File: config.mk
export PLATFORM = sky130hd
export DESIGN_NAME = cvxif_result_scheduler
export DESIGN_NICKNAME = d
export VERILOG_FILES = /design/src/rtl/cvxif_result_scheduler.sv
export SDC_FILE = /design/constraint.sdc
export NUM_CORES = 1
export LEC_CHECK = 0
export CORE_ASPECT_RATIO = 0.8
export CORE_MARGIN = 1
export CORE_UTILIZATION = 30
export CTS_CLUSTER_SIZE = 28
export DETAILED_ROUTE_END_ITERATION = 16
export GPL_ROUTABILITY_DRIVEN = 1
export SYNTH_ARGS = -nofsm -noshare
export SYNTH_HDL_FRONTEND = slang
export SYNTH_SLANG_ARGS = --single-unit
export TNS_END_PERCENT = 50
File: constraint.sdc
create_clock -name clk_i -period 4.8 [get_ports clk_i]
set_clock_uncertainty 0.15 [all_clocks]
set_input_delay 0.48 -clock clk_i [delete_from_list [all_inputs] [get_ports clk_i]]
set_output_delay 0.48 -clock clk_i [all_outputs]
set_load 0.01 [all_outputs]
File: src/rtl/cvxif_result_scheduler.sv
// rtl/cvxif_result_scheduler.sv - CV-X-IF result scheduler: commit-gated release, kill drain, round-robin output
module cvxif_result_scheduler #(
  parameter int unsigned NrUnits   = 4,
  parameter int unsigned IdWidth   = 3,
  parameter int unsigned DataWidth = 64
) (
  input  logic                          clk_i,
  input  logic                          rst_i,
  input  logic                          issue_accept_i,
  input  logic [IdWidth-1:0]            issue_id_i,
  input  logic                          commit_valid_i,
  input  logic [IdWidth-1:0]            commit_id_i,
  input  logic                          commit_kill_i,
  input  logic [NrUnits-1:0]            unit_valid_i,
  output logic [NrUnits-1:0]            unit_ready_o,
  input  logic [NrUnits*IdWidth-1:0]    unit_id_i,
  input  logic [NrUnits*DataWidth-1:0]  unit_data_i,
  input  logic [NrUnits*5-1:0]          unit_rd_i,
  input  logic [NrUnits-1:0]            unit_we_i,
  output logic                          result_valid_o,
  input  logic                          result_ready_i,
  output logic [IdWidth-1:0]            result_id_o,
  output logic [DataWidth-1:0]          result_data_o,
  output logic [4:0]                    result_rd_o,
  output logic                          result_we_o,
  output logic                          result_exc_o,
  output logic                          protocol_err_o
);

  localparam int unsigned NrIds = 1 << IdWidth;
  localparam int unsigned RrW   = (NrUnits > 1) ? $clog2(NrUnits) : 1;

  typedef enum logic [1:0] {
    SB_FREE      = 2'd0,
    SB_ISSUED    = 2'd1,
    SB_COMMITTED = 2'd2,
    SB_KILLED    = 2'd3
  } sb_state_e;

  sb_state_e sb_q [NrIds];
  sb_state_e sb_d [NrIds];

  logic [RrW-1:0]       rr_q;
  logic [RrW-1:0]       rr_next;
  logic                 out_valid_q;
  logic [IdWidth-1:0]   out_id_q;
  logic [DataWidth-1:0] out_data_q;
  logic [4:0]           out_rd_q;
  logic                 out_we_q;
  logic                 err_q;
  logic                 err_set;

  logic [NrUnits-1:0]   elig;
  logic [NrUnits-1:0]   drop;
  logic [NrUnits-1:0]   dup;
  logic [NrUnits-1:0]   grant_oh;
  logic                 grant_valid;
  logic [RrW-1:0]       grant_idx;
  logic [RrW-1:0]       cand;
  logic                 can_load;
  logic                 load;

  logic [IdWidth-1:0]   win_id;
  logic [DataWidth-1:0] win_data;
  logic [4:0]           win_rd;
  logic                 win_we;

  // Classify each unit from registered scoreboard state; a repeated id only counts for its lowest-index holder
  always_comb begin
    elig = '0;
    drop = '0;
    dup  = '0;
    for (int u = 0; u < NrUnits; u++) begin
      for (int v = 0; v < u; v++) begin
        if (unit_valid_i[u] && unit_valid_i[v] &&
            (unit_id_i[u*IdWidth +: IdWidth] == unit_id_i[v*IdWidth +: IdWidth])) begin
          dup[u] = 1'b1;
        end
      end
      if (unit_valid_i[u] && !dup[u]) begin
        elig[u] = (sb_q[unit_id_i[u*IdWidth +: IdWidth]] == SB_COMMITTED);
        drop[u] = (sb_q[unit_id_i[u*IdWidth +: IdWidth]] == SB_KILLED);
      end
    end
  end

  // Round-robin pick: scan offsets from the far end so the smallest offset from rr_q wins
  always_comb begin
    grant_valid = 1'b0;
    grant_idx   = '0;
    cand        = '0;
    for (int i = NrUnits - 1; i >= 0; i--) begin
      cand = RrW'((int'(rr_q) + i) % int'(NrUnits));
      if (elig[cand]) begin
        grant_valid = 1'b1;
        grant_idx   = cand;
      end
    end
  end

  assign can_load = !out_valid_q || result_ready_i;
  assign load     = grant_valid && can_load;
  assign rr_next  = (int'(grant_idx) == int'(NrUnits) - 1) ? '0 : grant_idx + 1'b1;

  // Select the winner's payload and form the per-unit acknowledge
  always_comb begin
    win_id   = '0;
    win_data = '0;
    win_rd   = '0;
    win_we   = 1'b0;
    grant_oh = '0;
    for (int u = 0; u < NrUnits; u++) begin
      if (RrW'(u) == grant_idx) begin
        win_id   = unit_id_i[u*IdWidth +: IdWidth];
        win_data = unit_data_i[u*DataWidth +: DataWidth];
        win_rd   = unit_rd_i[u*5 +: 5];
        win_we   = unit_we_i[u];
        grant_oh[u] = load;
      end
    end
  end

  assign unit_ready_o = drop | grant_oh;

  // Scoreboard next state; free events, issue and commit never target the same entry in a legal cycle
  always_comb begin
    sb_d    = sb_q;
    err_set = |dup;
    for (int u = 0; u < NrUnits; u++) begin
      if (drop[u]) begin
        sb_d[unit_id_i[u*IdWidth +: IdWidth]] = SB_FREE;
      end
    end
    if (load) begin
      sb_d[win_id] = SB_FREE;
    end
    if (issue_accept_i) begin
      if (sb_q[issue_id_i] == SB_FREE) begin
        sb_d[issue_id_i] = SB_ISSUED;
      end else begin
        err_set = 1'b1;
      end
    end
    if (commit_valid_i) begin
      if (sb_q[commit_id_i] == SB_ISSUED) begin
        sb_d[commit_id_i] = commit_kill_i ? SB_KILLED : SB_COMMITTED;
      end else begin
        err_set = 1'b1;
      end
    end
  end

  // Scoreboard, arbitration pointer and sticky error flag
  always_ff @(posedge clk_i or posedge rst_i) begin
    if (rst_i) begin
      for (int i = 0; i < NrIds; i++) begin
        sb_q[i] <= SB_FREE;
      end
      rr_q  <= '0;
      err_q <= 1'b0;
    end else begin
      sb_q  <= sb_d;
      err_q <= err_q | err_set;
      if (load) begin
        rr_q <= rr_next;
      end
    end
  end

  // Output register: loads when empty or draining, otherwise holds its payload
  always_ff @(posedge clk_i or posedge rst_i) begin
    if (rst_i) begin
      out_valid_q <= 1'b0;
      out_id_q    <= '0;
      out_data_q  <= '0;
      out_rd_q    <= '0;
      out_we_q    <= 1'b0;
    end else if (load) begin
      out_valid_q <= 1'b1;
      out_id_q    <= win_id;
      out_data_q  <= win_data;
      out_rd_q    <= win_rd;
      out_we_q    <= win_we;
    end else if (result_ready_i) begin
      out_valid_q <= 1'b0;
    end
  end

  assign result_valid_o = out_valid_q;
  assign result_id_o    = out_id_q;
  assign result_data_o  = out_data_q;
  assign result_rd_o    = out_rd_q;
  assign result_we_o    = out_we_q;
  assign result_exc_o   = 1'b0;
  assign protocol_err_o = err_q;

endmodule
# Word level (Yosys, flattened, before mapping)
# Cells that the tools add are included.
# totals
output_inout_bits	80
ff_bits	93
elab_cells	210
input_bits	308
# op_classes
order_cmp	18
add_sub_neg	4
reduce_logical	32
n_bitwise	22
eq_ne	19
n_mux	100
# ops
op	n
two-way mux 64 bit	4
two-way mux 16 bit	9
AND 16 bit	5
inverter 16 bit	5
two-way mux 2 bit	24
demux 2 bit (select 3 bit)	7
two-way mux 1 bit	37
binary-select mux 2 bit (select 3 bit)	6
greater-or-equal comparator 4 bit, second input constant	7
less-than comparator 4 x 1 -> 1 bit, second input constant	7
inverter 3 -> 4 bit	7
logical AND 1 bit	23
two-way mux 5 bit	4
== test 3 bit	6
bitwise mux 16 bit	1
== test 2 bit, second input constant	8
less-than comparator 2 x 3 -> 1 bit, second input constant	4
two-way mux 3 bit	4
AND 8 bit	1
binary-select mux 1 bit (select 2 bit)	4
inverter 8 bit	1
bitwise OR 8 bit	1
adder 2 x 1 -> 2 bit, second input constant	2
adder 2 bit, second input constant	2
other kinds (10)	16

# Logic depth before layout (Yosys ltp)
# Gate-level depths: netlist of run 1.
# depth
word_depth	33
mapped_depth	18
mapped_depth_nobuf	15

# Least setup slack after synthesis of run 1
# No wires, ideal clock.
# synth_timing
path_kind	input-to-reg
start	in unit_id_i[3]
end	reg sb_q[9] (netlist name)
required_time_ns	4.528
stages	17
path_slack_ns	0.614
n_path_buf	3
t_arrival_ns	3.915
cell_sequence	buf_2 -> xnor2_1 -> and4_1 -> clkbuf_1 -> or4_1 -> nor2_1 -> nor3_1 -> a211oi_1 -> inv_1 -> ha_1 -> clkbuf_1 -> a21oi_1 -> o21ai_0 -> a22oi_1 -> nor3b_1 -> a21oi_1 -> a32o_1
# synth_lines
element	line_no	text
start: declaration	16	input logic [NrUnits*IdWidth-1:0] unit_id_i,
end signal: indexed assignment	157	sb_q[i] <= SB_FREE;
end signal: assignment	162	sb_q <= sb_d;
end: declaration	40	sb_state_e sb_q [NrIds];

# Worst setup path after layout of run 1
# layout_timing
start	in unit_id_i[0]
end	out unit_ready_o[0]
# layout_via
elab_chain_len	17
word_cells_on_any_way	49
classes_between	eq/ne: 5; mux: 31; bitwise: 2; reduce/logical: 11
# layout_rtl
element	line_no	text
parallel branches: the longest is 16 deep, another holds inverter 3 -> 4 bit	--	
bitwise OR 4 bit (*)	123	assign unit_ready_o = drop | grant_oh;
end: declaration	15	output logic [NrUnits-1:0] unit_ready_o,
# Mark *: on every way between the ends. The select of a mux whose other input is x is not followed.

==> impl_metrics.toml, run 1 <==
[finish]
n_fill_cell = 2329
area_delta_synth_final_pct = 63.2
final_common_cell = "clkdlybuf4s50_1"
layout-drive-gt1-share = 0.0995
layout.nets = 1624
antenna_cells = 0
multiInputGateArea_um2 = 4710
layout_common_cells = "383 x clkdlybuf4s50_1, 150 x o21ai_0, 96 x nand2_1"
regArea_um2 = 2330

[outcome]
status = "finished, final reports clean"

[clocking]
path_clk_slew_ns = 0.07
cts_num_sinks = 93
cts_root_buffer = "clkbuf_16"
cts_tree = "built"
htreeDepth = 3
clk-insertion-delay-late_ns = 0.35
cts_setup_buffers = 0
cts_buffers = 9
clock_path_buffers = 2

[power]
p_clk_frac = 0.118
p_int_mw = 3.58
power_density_nw_per_um2 = 531
power.switching_mw = 2.89
power_leakage_nw = 4.90
seq_power_share = 0.232
p_sw_frac = 0.447
peakVddDrop_uv = 333
share_comb_of_total_power = 0.650

[setup_path]
cp_top_family = "buffers and inverters"
cp.required_ns = 4.17
end_kind = "output pin"
r2r_start = "sb_q[9]$_DFF_PP0_"
worstPathMaxFanout = 7
crit_type = "primary input to output pin"
regToRegSetupSlack_ns = 0.43
cp.arrival_ns = 3.97
worst_path_largest_cell_delay_ns = 0.60
crit_chain = "clkdlybuf4s50_1, buf_4, buf_4, and3b_1, or3_1, a221oi_2, nand2_1, o21ai_0, a21oi_1, o22ai_1, ha_1, buf_4, nand2_1, o21ai_0, clkdlybuf4s50_1"
start_kind = "primary input"
timing.critical_path.buf_inv = 5
reg2regPathDepth = 15
r2r_end = "sb_q[1]$_DFF_PP0_"
crit_top_cell = "buf_4"
crit_slowest_cell = "clkdlybuf4s50_1"

[grt]
grt_pass1_vias = 8281
grtUsageTotal = 0.248
grt_max_degree = 149
grt_overflow = 0
antenna_found_initial = 1
grt_pass1_wl_mm = 47.9

[yosys]
ys_async_sr_fraction = 1.00
synth_area_um2 = 7470
yosysTopAreaCellShare = 0.312
yosysTopAreaCell = "dfrtp_1"
synthDistinctLibCells = 77
synth.area.top_cells = "dfrtp_1 31%, o21ai_0 10%, a221o_1 9.4%"
synth_cells = 944
ys_seq_area_frac = 0.312
ys.flop_type = "dfrtp_1"
synth-edff-count = 0
syn_nets = 1256
yosys_warnings = 0
ys_seq_elements = 93
syn_avg_cell_area_um2 = 7.91

[die]
initial_core_util = 0.306
fp.dieW_um = 178
coreArea_um2 = 24400
ios = 388
die-area_um2 = 25500
rows = 51
die_y_um = 143

[worst_hold_path]
min_path_cells = 2
worstHoldEndpoint = "result_data_o[54]$_DFFE_PP0P_"
hold_path.class = "flop to flop"
worstHoldStart = "result_data_o[54]$_DFFE_PP0P_"

[route]
postRouteAntennaNets = 0
wl_mm = 33.0
firstDrtPassIters = 5
vias = 8888
post_drt_wl_per_cell_um = 20.2
avgViaCountPerCell = 5.44
drcViolationCount = 0
drt-initial-drc-count = 591

[placement]
pre_cts_ws_ns = -0.0572
portBuffers = 386
place_hpwl_mm = 25.1
place_congestion = 0.926

[timing]
relSlewSlack = 0.468
worst_pin_slew_ns = 0.798
clock.fmax_mhz = 218
min_period_over_period = 0.958
slew_viol_final = 0
rsz0062_at_grt = "false"
setup_violations = 0
finalCriticalPeriod_ns = 4.60
hold_viol_final = 0
fin_setup_tns_ns = 0
setup_ws_ns = 0.203

[flow_run]
cap_violations = 0
==> power groups by stage <==
stage / registers (mW) / clock network [mW] / logic (mW)
after floorplan: 1.50 / 0 / 2.36
after global placement: 1.49 / 0 / 4.19
after detailed placement: 1.50 / 0 / 4.22
after CTS: 1.48 / 0.783 / 4.24
after global routing: 1.53 / 0.818 / 4.66
final: 1.50 / 0.761 / 4.21
==> flip-flops by register name, summed over array words and instances, names as in the netlist <==
| signal | cells |
|---|---|
| result_rd_o | 5 |
| result_we_o | 1 |
| result_valid_o | 1 |
| sb_q | 16 |
| result_id_o | 3 |
| protocol_err_o | 1 |
| rr_q | 2 |
| result_data_o | 64 |
==> how the worst max path moves through the flow <==
stage / startpoint / to / slack, ns / cells after the start
floorplan: unit_id_i[3] / sb_q[9]$_DFF_PP0_ / 0.61 / 17
detailed placement: unit_id_i[2] / sb_q[1]$_DFF_PP0_ / -0.06 / 16
global route: unit_id_i[0] / unit_ready_o[1] / 0.03 / 15
finish: unit_id_i[0] / unit_ready_o[0] / 0.20 / 15
CTS: unit_id_i[2] / unit_ready_o[1] / 0.06 / 13
global placement: unit_id_i[2] / sb_q[1]$_DFF_PP0_ / 0.03 / 16
==> kinds of logic (layout without fill, tap and decap cells) <==
group | Yosys count | count (layout) | share of synthesized area
compound gates | 407 | 407 | 0.361
simple gates | 292 | 292 | 0.191
buf+inv | 106 | 479 | 0.0652
flops | 93 | 93 | 0.312
mux | 23 | 23 | 0.0424
xor+xnor | 18 | 18 | 0.0211
fa+ha+maj | 4 | 4 | 0.00670
other cells | 1 | 1 | 0.000502
==> metrics by stage <==
step / std cells / hold slack, ns / instance area, µm² / total power [mW] / util
6_report: 1635 / 0.330 / 12200 / 6.47 / 0.500
5_1_grt: 1635 / 0.353 / 12200 / 7.02 / 0.500
4_1_cts: 1635 / 0.335 / 12200 / 6.50 / 0.499
3_5_place_dp: 1619 / 0.319 / 11900 / 5.72 / 0.486
3_3_place_gp: 1619 / 0.311 / 11900 / 5.68 / 0.486
2_1_floorplan: 944 / 0.328 / 7470 / 3.85 / -
==> per-layer routing <==
metal / vias up / part of all wire / wire length (µm) / global-route usage
li1: 4285 / - / - / -
met2: 404 / 0.47 / 15400 / 0.410
met1: 4152 / 0.43 / 14100 / 0.324
met3: 45 / 0.084 / 2780 / 0.0564
met4: 2 / 0.020 / 655 / 0.0647
met5: - / 0.00039 / 13 / 0
==> synthesized netlist by cell type (7+ instances only) <==
library cell and instances:
buf_1 9, nor3_1 11, nor2b_1 10, nand2b_1 8, mux2i_1 8, o21ai_2 10, nand2_1 96, o22ai_1 7
nand3b_1 10, buf_2 17, nand2_2 10, inv_1 17, dfrtp_1 93, a221o_1 70, mux2_2 9, xnor2_1 12
nor2_1 95, buf_4 7, clkbuf_1 51, a21oi_1 95, o21ai_0 150
==> worst min-delay path, cell delays in order (launching register included) <==
cell	delay (ns)
dfrtp_1	0.34
nand2_1	0.04
o21ai_0	0.06
==> layout make-up <==
class	count	share of cell area
multi-input combinational	745	0.387
timing repair buffer	446	0.359
sequential	93	0.191
tap	318	0.0327
clock buffer	11	0.0199
clock inverter	5	0.00555
inverter	17	0.00544
==> repair_timing <==
item,in CTS,in global routing
hold buffers,0,0
endpoints found under the setup margin,0,2
hold endpoints to repair,0,0
gates resized for setup,0,5
Note: power is estimated with default switching activity, not from simulation.
==> inputs of run 2 (changes only) <==
- clock period: 4.8 -> 5.82 ns (I/O delays scaled with it)
==> impl_metrics.toml, run 2 (same netlist as run 1, synthesis figures left out) <==
[outcome]
status = "finished, final reports clean"

[worst_hold_path]
hold_path.class = "flop to flop"

[power]
seq_power_share = 0.241
p_sw_frac = 0.455
p_int_mw = 2.80
share_comb_of_total_power = 0.637
power_leakage_nw = 4.66
power_density_nw_per_um2 = 434
peakVddDrop_uv = 229
power.switching_mw = 2.34
p_clk_frac = 0.123

[setup_path]
start_kind = "primary input"
cp.required_ns = 5.09
cp.arrival_ns = 4.64
crit_type = "primary input to output pin"
crit_start = "unit_id_i[10]"
regToRegSetupSlack_ns = 1.05
reg2regPathDepth = 15
cp-endpoint = "unit_ready_o[1]"
r2r_end = "result_data_o[38]$_DFFE_PP0P_"
r2r_start = "sb_q[6]$_DFF_PP0_"
worstPathMaxFanout = 20
end_kind = "output pin"

[grt]
grt_pass1_vias = 8278
grtUsageTotal = 0.246
grt_overflow = 0
antenna_found_initial = 0
grt_max_degree = 149
grt_pass1_wl_mm = 47.9

[clocking]
cts_tree = "built"
clk-insertion-delay-late_ns = 0.35
clock_path_buffers = 2
cts_buffers = 9
htreeDepth = 3
cts_hold_buf = 0
cts_resized = 0
path_clk_slew_ns = 0.07
cts_setup_buffers = 0
cts_num_sinks = 93
cts_root_buffer = "clkbuf_16"

[placement]
place_hpwl_mm = 24.7
portBuffers = 386
pre_cts_ws_ns = 0.163
place_congestion = 0.938

[finish]
layout_common_cells = "386 x clkdlybuf4s50_1, 150 x o21ai_0, 96 x nand2_1"
area_delta_synth_final_pct = 58.7
layout.nets = 1585
largest_reg_flops = 64
layout-drive-gt1-share = 0.0712
antenna_cells = 0
final_common_cell = "clkdlybuf4s50_1"
n_fill_cell = 2397

[flow_run]
cap_violations = 0

[timing]
rsz0062_at_grt = "false"
setup_violations = 0
fin_setup_tns_ns = 0
relSlewSlack = 0.501
min_period_over_period = 0.923
clock.fmax_mhz = 186
setup_ws_ns = 0.447
hold_viol_final = 0
worst_pin_slew_ns = 0.749
slew_viol_final = 0
finalCriticalPeriod_ns = 5.37

[route]
wl_mm = 32.6
postRouteAntennaNets = 0
vias = 8657
avgViaCountPerCell = 5.42
post_drt_wl_per_cell_um = 20.4
drcViolationCount = 0
firstDrtPassIters = 5
drt-initial-drc-count = 566

[die]
ios = 388
initial_core_util = 0.306
die_y_um = 143
fp.dieW_um = 178
die-area_um2 = 25500
rows = 51
coreArea_um2 = 24400
==> run 2: cell types whose count changed in the layout (fill, tap and decap cells not counted), sizes merged <==
cell	change
buf	-39
clkdlybuf4s50	+3
dlymetal6s2s	-3
clkbuf	-2
inv	+2
clkinv	-1
clkinvlp	+1
==> run 2: stage by stage <==
| stage | instances | hold WS, ns | total power [mW] | area (µm²) | util |
|---|---|---|---|---|---|
| 2_1_floorplan | 944 | 0.328 | 3.18 | 7470 | - |
| 3_3_place_gp | 1580 | 0.312 | 4.50 | 11500 | 0.473 |
| 3_5_place_dp | 1580 | 0.318 | 4.53 | 11500 | 0.473 |
| 4_1_cts | 1596 | 0.335 | 5.18 | 11900 | 0.486 |
| 5_1_grt | 1596 | 0.346 | 5.59 | 11900 | 0.486 |
| 6_report | 1596 | 0.328 | 5.14 | 11900 | 0.486 |
==> run 2: layout make-up <==
type	instances	area, µm²	share of cell area
clock buffer	9	225	0.0190
sequential	93	2330	0.196
clock inverter	7	88.8	0.00750
tap	318	398	0.0336
timing repair buffer	407	4050	0.341
inverter	17	66.3	0.00560
multi-input combinational	745	4700	0.396
==> run 2: worst max-delay path, stage by stage <==
cell and delay (ns):
clkdlybuf4s50_1 0.86, nand2b_1 0.28, o21ai_0 0.16, nor4_2 0.41, and3_1 0.48, a21oi_1 0.08, a211oi_1 0.25, buf_4 0.21
ha_4 0.19, buf_4 0.28, nand2_1 0.07, o21ai_0 0.17, clkdlybuf4s50_1 0.61
==> run 2: power by group through the flow <==
stage,Combinational [mW],Clock [mW],Sequential [mW]
floorplan,1.94,0,1.23
global placement,3.27,0,1.23
detailed placement,3.29,0,1.24
CTS,3.30,0.654,1.23
global route,3.63,0.681,1.27
finish,3.27,0.630,1.24
==> run 2: how the worst min path moves through the flow <==
stage | startpoint | to | slack, ns | depth (start not counted)
after global placement | result_data_o[42]$_DFFE_PP0P_ | result_data_o[42]$_DFFE_PP0P_ | 0.31 | 2
after CTS | result_data_o[15]$_DFFE_PP0P_ | result_data_o[15]$_DFFE_PP0P_ | 0.33 | 2
after floorplan | rr_q[0]$_DFFE_PP0P_ | rr_q[0]$_DFFE_PP0P_ | 0.33 | 2
final | result_data_o[15]$_DFFE_PP0P_ | result_data_o[15]$_DFFE_PP0P_ | 0.33 | 2
after detailed placement | result_data_o[8]$_DFFE_PP0P_ | result_data_o[8]$_DFFE_PP0P_ | 0.32 | 2
after global routing | result_data_o[8]$_DFFE_PP0P_ | result_data_o[8]$_DFFE_PP0P_ | 0.35 | 2
==> run 2: per-layer routing <==
metal | GRT usage | vias up | share of wire
li1 | - | 4198 | -
met3 | 0.0554 | 32 | 0.085
met4 | 0.0522 | 0 | 0.014
met2 | 0.413 | 381 | 0.48
met1 | 0.320 | 4046 | 0.42
met5 | 0 | - | 0
==> inputs of run 3 (changes only) <==
- CELL_PAD_IN_SITES_DETAIL_PLACEMENT: default -> 1
- CELL_PAD_IN_SITES_GLOBAL_PLACEMENT: default -> 1
- PLACE_DENSITY_LB_ADDON: default -> 0.1
==> impl_metrics.toml, run 3 (same netlist as run 1, synthesis figures left out) <==
[route]
wl_mm = 35.8
postRouteAntennaNets = 0
drt-initial-drc-count = 559
firstDrtPassIters = 5
avgViaCountPerCell = 5.54
drcViolationCount = 0
vias = 8866
post_drt_wl_per_cell_um = 22.4

[power]
power_leakage_nw = 4.68
seq_power_share = 0.238
share_comb_of_total_power = 0.647
power_density_nw_per_um2 = 436
peakVddDrop_uv = 305
p_sw_frac = 0.461
power.switching_mw = 2.38
p_clk_frac = 0.115
finalPower_mw = 5.17
p_int_mw = 2.79

[placement]
place_hpwl_mm = 27.0
dp.cells = 1583
portBuffers = 386
place_congestion = 0.980

[setup_path]
timing.critical_path.buf_inv = 3
crit_slowest_cell = "clkdlybuf4s50_1"
cp.required_ns = 5.09
end_kind = "output pin"
cp_top_family = "buffers and inverters"
worst_path_largest_cell_delay_ns = 0.91
start_kind = "primary input"
crit_type = "primary input to output pin"
cp.arrival_ns = 4.47
crit_chain = "clkdlybuf4s50_1, nand2b_1, o21ai_0, nor4_2, and3_1, a21oi_1, a211oi_1, buf_4, ha_4, nand2_1, o21ai_0, clkdlybuf4s50_1"
worstPathMaxFanout = 13

[timing]
setup_violations = 0
fin_setup_tns_ns = 0
hold_viol_final = 0
min_period_over_period = 0.893
worst_pin_slew_ns = 0.880
rsz0062_at_grt = "false"
finalCriticalPeriod_ns = 5.20
clock.fmax_mhz = 192
relSlewSlack = 0.413
slew_viol_final = 0

[grt]
grtUsageTotal = 0.273
grt_pass1_wl_mm = 52.7
grt_overflow = 0
grt_max_degree = 149
antenna_found_initial = 3
grt_pass1_vias = 8841

[die]
rows = 51
ios = 388
die_y_um = 143
initial_core_util = 0.306
die-area_um2 = 25500
fp.dieW_um = 178
coreArea_um2 = 24400

[finish]
layout_common_cells = "386 x clkdlybuf4s50_1, 150 x o21ai_0, 96 x nand2_1"
largest_reg_flops = 64
layout-drive-gt1-share = 0.0734
layout.nets = 1588
final_common_cell = "clkdlybuf4s50_1"
layout.cells.non_filler = 1601
regArea_um2 = 2330
n_fill_cell = 2876
multiInputGateArea_um2 = 4700
area_delta_synth_final_pct = 58.8

[clocking]
clock_path_buffers = 2
cts_num_sinks = 93
cts_root_buffer = "clkbuf_16"
cts_setup_buffers = 0
clk-insertion-delay-late_ns = 0.34
path_clk_slew_ns = 0.06
cts_tree = "built"
cts_resized = 0
cts_hold_buf = 0
htreeDepth = 3
cts_buffers = 9

[outcome]
status = "finished, final reports clean"

[worst_hold_path]
hold_path.class = "flop to flop"

[flow_run]
cap_violations = 0
==> run 3: cell count changes in the layout (fill, tap and decap cells not counted), sizes merged <==
| cell | change |
|---|---|
| buf | +3 |
| clkinvlp | -1 |
| diode | +2 |
| clkinv | +2 |
| clkbuf | +2 |
| inv | -2 |
| bufinv | -1 |
==> run 3: stage by stage <==
stage          utilization  cell area, µm²  hold slack, ns  setup WS [ns]
2_1_floorplan            -            7470           0.328           1.45
3_3_place_gp         0.474           11600           0.311          0.498
3_5_place_dp         0.474           11600           0.320          0.438
4_1_cts              0.486           11900           0.335          0.634
5_1_grt              0.487           11900           0.346          0.307
6_report             0.487           11900           0.329          0.620
==> run 3: cell type report <==
| cell class | count | area share |
|---|---|---|
| Clock buffer | 11 | 0.0213 |
| Inverter | 17 | 0.00559 |
| Clock inverter | 5 | 0.00359 |
| Multi-Input combinational cell | 745 | 0.396 |
| Timing Repair Buffer | 410 | 0.343 |
| Tap cell | 318 | 0.0336 |
| Sequential cell | 93 | 0.196 |
| Antenna cell | 2 | 0.000422 |
==> run 3: routing by layer <==
metal  vias to the layer above  wire length, µm  track usage
met3                        45             3120       0.0698
met1                      4263            14800        0.346
met4                         2              811       0.0861
met5                         -                8            0
met2                       357            17100        0.453
li1                       4199                -            -
==> run 3: power by group through the flow <==
stage / logic (mW) / clock network, mW / registers [mW]
floorplan: 1.94 / 0 / 1.23
global placement: 3.30 / 0 / 1.22
detailed placement: 3.36 / 0 / 1.23
CTS: 3.38 / 0.619 / 1.22
global route: 3.70 / 0.644 / 1.27
finish: 3.35 / 0.594 / 1.23
==> run 3: worst paths after layout <==
| kind | start | end | slack, ns | depth (start not counted) |
|---|---|---|---|---|
| worst max-delay path | unit_id_i[10] | unit_ready_o[1] | 0.62 | 12 |
| worst min-delay path | result_data_o[0]$_DFFE_PP0P_ | result_data_o[0]$_DFFE_PP0P_ | 0.33 | 2 |
| worst min register to register | result_data_o[0]$_DFFE_PP0P_ | result_data_o[0]$_DFFE_PP0P_ | 0.33 | 2 |
| max in group asynchronous | rst_i | result_data_o[46]$_DFFE_PP0P_ | 3.86 | 3 |
| min in group asynchronous | rst_i | result_data_o[58]$_DFFE_PP0P_ | 0.45 | 2 |
| worst max register to register | sb_q[6]$_DFF_PP0_ | result_data_o[26]$_DFFE_PP0P_ | 1.27 | 16 |
==> run 3: worst min-delay path, cell delays in order, from the launching register on <==
cell     delay [ns]
dfrtp_1        0.34
nand2_1        0.04
o21ai_0        0.06
